<file path="src/rtl/aoi_sweep_pkg.sv">
// aoi_sweep_pkg: shared types and constants for the AOI truth-table sweeper.
`timescale 1ns/1ps
package aoi_sweep_pkg;

    typedef enum logic [1:0] {
        IDLE   = 2'd0,
        APPLY  = 2'd1,
        SAMPLE = 2'd2,
        DONE   = 2'd3
    } state_t;

    localparam int          NUM_VECTORS = 8;
    localparam int          VEC_W       = 3;
    localparam logic [7:0]  AOI_GOLDEN  = 8'h15;

endpackage

</file>
<file path="src/rtl/aoi_sweep_ctrl_hold_timer.sv">
// hold_timer: 8-bit settle counter with synchronous clear, count enable and a
// terminal-count flag that rises on the last settle cycle of a vector.
`timescale 1ns/1ps
module hold_timer #(
    parameter int HOLD_CYCLES = 2
) (
    input  logic clk,
    input  logic rst_n,
    input  logic clr,
    input  logic en,
    output logic tc
);

    logic [7:0] count;

    // Settle counter: clear wins over enable so every vector starts from zero.
    always_ff @(posedge clk or negedge rst_n) begin
        if (!rst_n) begin
            count <= 8'd0;
        end else if (clr) begin
            count <= 8'd0;
        end else if (en) begin
            count <= count + 8'd1;
        end
    end

    assign tc = (count == 8'(HOLD_CYCLES - 1));

endmodule

</file>
<file path="src/rtl/aoi_sweep_ctrl.sv">
// aoi_sweep_ctrl: drives {a,b,c} through vectors 0..7, waits HOLD_CYCLES per
// vector, captures d into result and pulses done. Optional pass/fail compare
// against EXPECTED is compiled in with `define AOI_SWEEP_CHECK_EN.
`timescale 1ns/1ps
module aoi_sweep_ctrl
    import aoi_sweep_pkg::*;
#(
    parameter int         HOLD_CYCLES = 2,
    parameter logic [7:0] EXPECTED    = AOI_GOLDEN
) (
    input  logic                   clk,
    input  logic                   rst_n,
    input  logic                   start,
    input  logic                   abort,
    output logic                   a,
    output logic                   b,
    output logic                   c,
    input  logic                   d,
    output logic [VEC_W-1:0]       vec,
`ifdef AOI_SWEEP_CHECK_EN
    output logic                   pass,
    output logic                   fail,
`endif
    output logic                   busy,
    output logic                   done,
    output logic [NUM_VECTORS-1:0] result
);

    state_t state, state_n;
    logic   tc;
    logic   vec_clr;
    logic   vec_inc;
    logic   res_clr;
    logic   capture;
    logic   abort_acc;

    hold_timer #(
        .HOLD_CYCLES (HOLD_CYCLES)
    ) u_hold_timer (
        .clk   (clk),
        .rst_n (rst_n),
        .clr   (state != APPLY),
        .en    (state == APPLY),
        .tc    (tc)
    );

    // State register.
    always_ff @(posedge clk or negedge rst_n) begin
        if (!rst_n) begin
            state <= IDLE;
        end else begin
            state <= state_n;
        end
    end

    // Next-state and datapath strobes; abort beats both start and capture.
    always_comb begin
        state_n   = state;
        vec_clr   = 1'b0;
        vec_inc   = 1'b0;
        res_clr   = 1'b0;
        capture   = 1'b0;
        abort_acc = 1'b0;
        case (state)
            IDLE: begin
                if (start && !abort) begin
                    state_n = APPLY;
                    vec_clr = 1'b1;
                    res_clr = 1'b1;
                end
            end
            APPLY: begin
                if (abort) begin
                    state_n   = IDLE;
                    vec_clr   = 1'b1;
                    abort_acc = 1'b1;
                end else if (tc) begin
                    state_n = SAMPLE;
                end
            end
            SAMPLE: begin
                if (abort) begin
                    state_n   = IDLE;
                    vec_clr   = 1'b1;
                    abort_acc = 1'b1;
                end else begin
                    capture = 1'b1;
                    if (vec == VEC_W'(NUM_VECTORS - 1)) begin
                        state_n = DONE;
                    end else begin
                        state_n = APPLY;
                        vec_inc = 1'b1;
                    end
                end
            end
            DONE: begin
                state_n = IDLE;
                vec_clr = 1'b1;
            end
            default: begin
                state_n = IDLE;
                vec_clr = 1'b1;
            end
        endcase
    end

    // Vector index and truth-table capture; result survives abort and done.
    always_ff @(posedge clk or negedge rst_n) begin
        if (!rst_n) begin
            vec    <= '0;
            result <= '0;
        end else begin
            if (vec_clr) begin
                vec <= '0;
            end else if (vec_inc) begin
                vec <= vec + VEC_W'(1);
            end
            if (res_clr) begin
                result <= '0;
            end else if (capture) begin
                result[vec] <= d;
            end
        end
    end

    // Gate inputs come straight from the vec flops, so they only move on
    // clock edges and never glitch.
    assign {a, b, c} = vec;
    assign busy      = (state == APPLY) || (state == SAMPLE);
    assign done      = (state == DONE);

`ifdef AOI_SWEEP_CHECK_EN
    // Verdict latched during DONE, cleared by a new sweep or an abort.
    always_ff @(posedge clk or negedge rst_n) begin
        if (!rst_n) begin
            pass <= 1'b0;
            fail <= 1'b0;
        end else if (res_clr || abort_acc) begin
            pass <= 1'b0;
            fail <= 1'b0;
        end else if (state == DONE) begin
            pass <= (result == EXPECTED);
            fail <= (result != EXPECTED);
        end
    end
`else
    logic unused_expected;
    logic unused_abort_acc;
    assign unused_expected  = ^EXPECTED;
    assign unused_abort_acc = abort_acc;
`endif

endmodule

</file>
<file path="config.mk">
export PLATFORM = sky130hd
export DESIGN_NAME = aoi_sweep_ctrl
export DESIGN_NICKNAME = d
export VERILOG_FILES = /design/src/rtl/aoi_sweep_pkg.sv /design/src/rtl/aoi_sweep_ctrl_hold_timer.sv /design/src/rtl/aoi_sweep_ctrl.sv
export SDC_FILE = /design/constraint.sdc
export NUM_CORES = 1
export LEC_CHECK = 0
export BUFFER_PORTS_ARGS = -buffer_cell sky130_fd_sc_hd__buf_2
export CAP_MARGIN = 10
export CORE_MARGIN = 2
export CORE_UTILIZATION = 49
export CTS_BUF_LIST = sky130_fd_sc_hd__clkbuf_16
export CTS_CLUSTER_DIAMETER = 60
export CTS_CLUSTER_SIZE = 12
export DETAILED_ROUTE_END_ITERATION = 12
export GPL_TIMING_DRIVEN = 1
export PLACE_DENSITY = 0.75
export SLEW_MARGIN = 20
export SYNTH_ARGS = -nofsm -noshare
export SYNTH_HDL_FRONTEND = slang
export SYNTH_SLANG_ARGS = --single-unit
export TNS_END_PERCENT = 1
</file>
<file path="constraint.sdc">
create_clock -name clk -period 1.5 [get_ports clk]
set_clock_uncertainty 0.05 [all_clocks]
set_input_delay 0.15 -clock clk [delete_from_list [all_inputs] [get_ports clk]]
set_output_delay 0.15 -clock clk [all_outputs]
set_load 0.005 [all_outputs]
</file>
==> run metrics <==
DIE WIDTH 53.5 um; largest net degree at the start of global routing 22; max incr delay on CP about 0.38 ns; pins over their slew limit 0; Yosys top cell by area dfrtp_1; status complete, but fails checks; Worst-Margin Slew 0.476 ns; CP required roughly 1.6 ns; Avg Cell Area, Syn about 11 um^2; clk slew on worst S/H paths about 0.060 ns; Critical Path End Type flop; largest cells by area after synthesis dfrtp_1 (44%), ha_1 (9.4%), mux2i_1 (5.8%); Final Setup Violations 3; final wirelength between 2000 and 2500 um; post-route cell area approximately 1500 um^2; max cap viols 0; Critical Path, Cell by Cell inv_1 -> ha_1 -> nor4b_4 -> a21oi_2 -> a21oi_2 -> mux2_4; Vias roughly 900; CP Data Arrival Time 1.64 ns; Fin. Hold Viols 0; initial antenna violation count 0; number of port buffers 20; Leakage between 0.8 and 0.9 nW; share of layout cells above drive strength 1 0.389; FF+latch count, synth 21; post-route insts no fill 172; final period utilization 1.04; Antenna Nets Post-Route 0; CTS tree built; ys async rst share 1.00; WS Path Type reg2reg; total CTS buffers 3; top_reg_cell synth dfrtp_1; gr usage total 0.190; Clock Path Buffers 2; Synth cell types 28; Layout area overhead 28.9%; drt initial violations 4; RSZ-0062 raised after global routing true; clk sinks 21; Tmin final between 1.5 and 2 ns; maximum vdd ir drop approximately 0.9 mV; vias in the first global route a little under 900; Initial Util 0.532; Routability Congestion 0.807; first-pass GRT wire length 3750 um; failing checks setup timing; die area 2860 um^2; post-synthesis sequential area ratio 0.438; DRC 0; top-area cell type share of the netlist area 0.438; diodes inserted 0; maximum clock frequency about 0.64 GHz; total grt overflow 0; CP Max Fanout 2; Crit path top cell by count a21oi_2; Slew HR 0.683; dpl cells ~170; clock latency on the worst-skew pair between 0.2 and 0.3 ns; CTS HTree Levels 1; Core ar. 2250 um^2; Clock Tree Root clkbuf_16; YS warnings 0; worst min path class in2reg; synthesized area between 1000 and 1500 um^2; Mapped Nets between 100 and 150; Chip Height between 50 and 60 um; Hold WS ~0.17 ns; Synth Instances around 110; Top Ports 21; via/cell ratio between 5 and 6; number of flops mapped to enable cells by yosys 0; Placed Area about 1400 um^2; wire per inst ~14 um; worst setup margin -0.0527 ns; Power per Cell Area 1340 nW/um^2; Startpoint Class flop; HPWL Detailed approximately 1600 um; Total Nets Final 159; row count 17; Pre-Repair DR Iteration Count 4; CP max-delay cell dfrtp_1
==> per-stage QoR <==
| step | utilization | worst slack, ns | TNS [ns] | power (mW) |
|---|---|---|---|---|
| 2_1_floorplan | - | -0.00456 | -0.00456 | 1.08 |
| 3_3_place_gp | 0.614 | -0.0194 | -0.0511 | 1.32 |
| 3_5_place_dp | 0.614 | -0.0647 | -0.228 | 1.35 |
| 4_1_cts | 0.664 | -0.0110 | -0.0236 | 1.95 |
| 5_1_grt | 0.685 | -0.0983 | -0.298 | 2.20 |
| 6_report | 0.685 | -0.0527 | -0.118 | 2.07 |
==> critical path, delay by kind of cell (launching register included) <==
| kind | cells | cell delay, ns |
|---|---|---|
| AOI/OAI and AO/OA | 2 | 0.27 |
| adders and majority gates | 1 | 0.15 |
| buffers and inverters | 1 | 0.06 |
| DFF | 1 | 0.38 |
| muxes | 1 | 0.33 |
| and+or+nand+nor | 1 | 0.20 |
==> power breakdown <==
part	switching (mW)	leakage [nW]	internal, mW
Sequential	0.0515	0.285	0.641
Combinational	0.408	0.499	0.419
Clock	0.200	0.0423	0.355
==> routing by layer <==
layer,wire length (um),vias up,track usage
met5,0,-,0
met4,44,0,0.103
met3,76,5,0.0424
met2,1180,16,0.333
met1,1040,429,0.210
li1,-,440,-
==> cell type report <==
class                   instances  area, um^2
fillers                       164         709
multi-input cells              81         681
flip-flops and latches         21         528
repair buffers                 34         208
clock buffers                   3        75.1
well taps                      28        35.0
inverters                       4        15.0
clock inverters                 1        3.75
==> cell usage after synthesis (all sizes together) (4+ instances only) <==
cell,count
and2,6
inv,4
a21oi,7
nor2,11
nand2,4
ha,9
mux2i,7
nand2b,4
nand3,5
xnor2,5
dfrtp,21
==> worst paths after layout <==
check	start	to	slack (ns)	depth (start not counted)
min in group asynchronous	rst_n	vec[2]	0.33	2
min	d	result[7]	0.17	3
max reg2reg	u_hold_timer.count[1]	state[1]	-0.05	6
max in group asynchronous	rst_n	state[1]	0.72	2
min reg2reg	result[1]	result[1]	0.47	2
max	u_hold_timer.count[1]	state[1]	-0.05	6
==> timing repair <==
action | CTS | global route
hold endpoints to repair | 21 | 0
pin swaps | 0 | 3
setup endpoints to repair | 8 | 13
buffers inserted | 0 | 2
resized for setup | 6 | 9
hold buffers | 1 | 0
==> sequential cells by signal, indices dropped and copies added (netlist names) <==
name                flops
result                  8
state                   2
u_hold_timer.count      8
vec                     3
==> placed cells by master (no fill, tap or decap), types with 2 or more instances in the layout <==
master,instances
clkbuf_16,3
nand3b_1,2
o21ai_1,3
buf_4,13
and2_1,6
a21oi_2,3
nor2b_1,2
xnor2_1,5
ha_1,7
mux2_4,2
nand2b_1,3
dfrtp_1,19
buf_2,20
mux2i_1,7
xor2_1,2
and3_1,2
inv_2,2
nand3_1,5
nor2_1,11
inv_1,3
nand2_1,4
dfrtp_2,2
a21oi_1,4
nor3_1,2
nor3b_4,2
==> logic make-up after synthesis <==
logic type	count (synthesis)	synth area share
AOI/OAI and AO/OA	11	0.0511
xor gates and xnor gates	7	0.0511
adders and majority gates	9	0.0939
buffers and inverters	10	0.0407
DFF	21	0.438
muxes	9	0.0772
and+or+nand+nor	45	0.247
(Power assumes the default switching activity.)
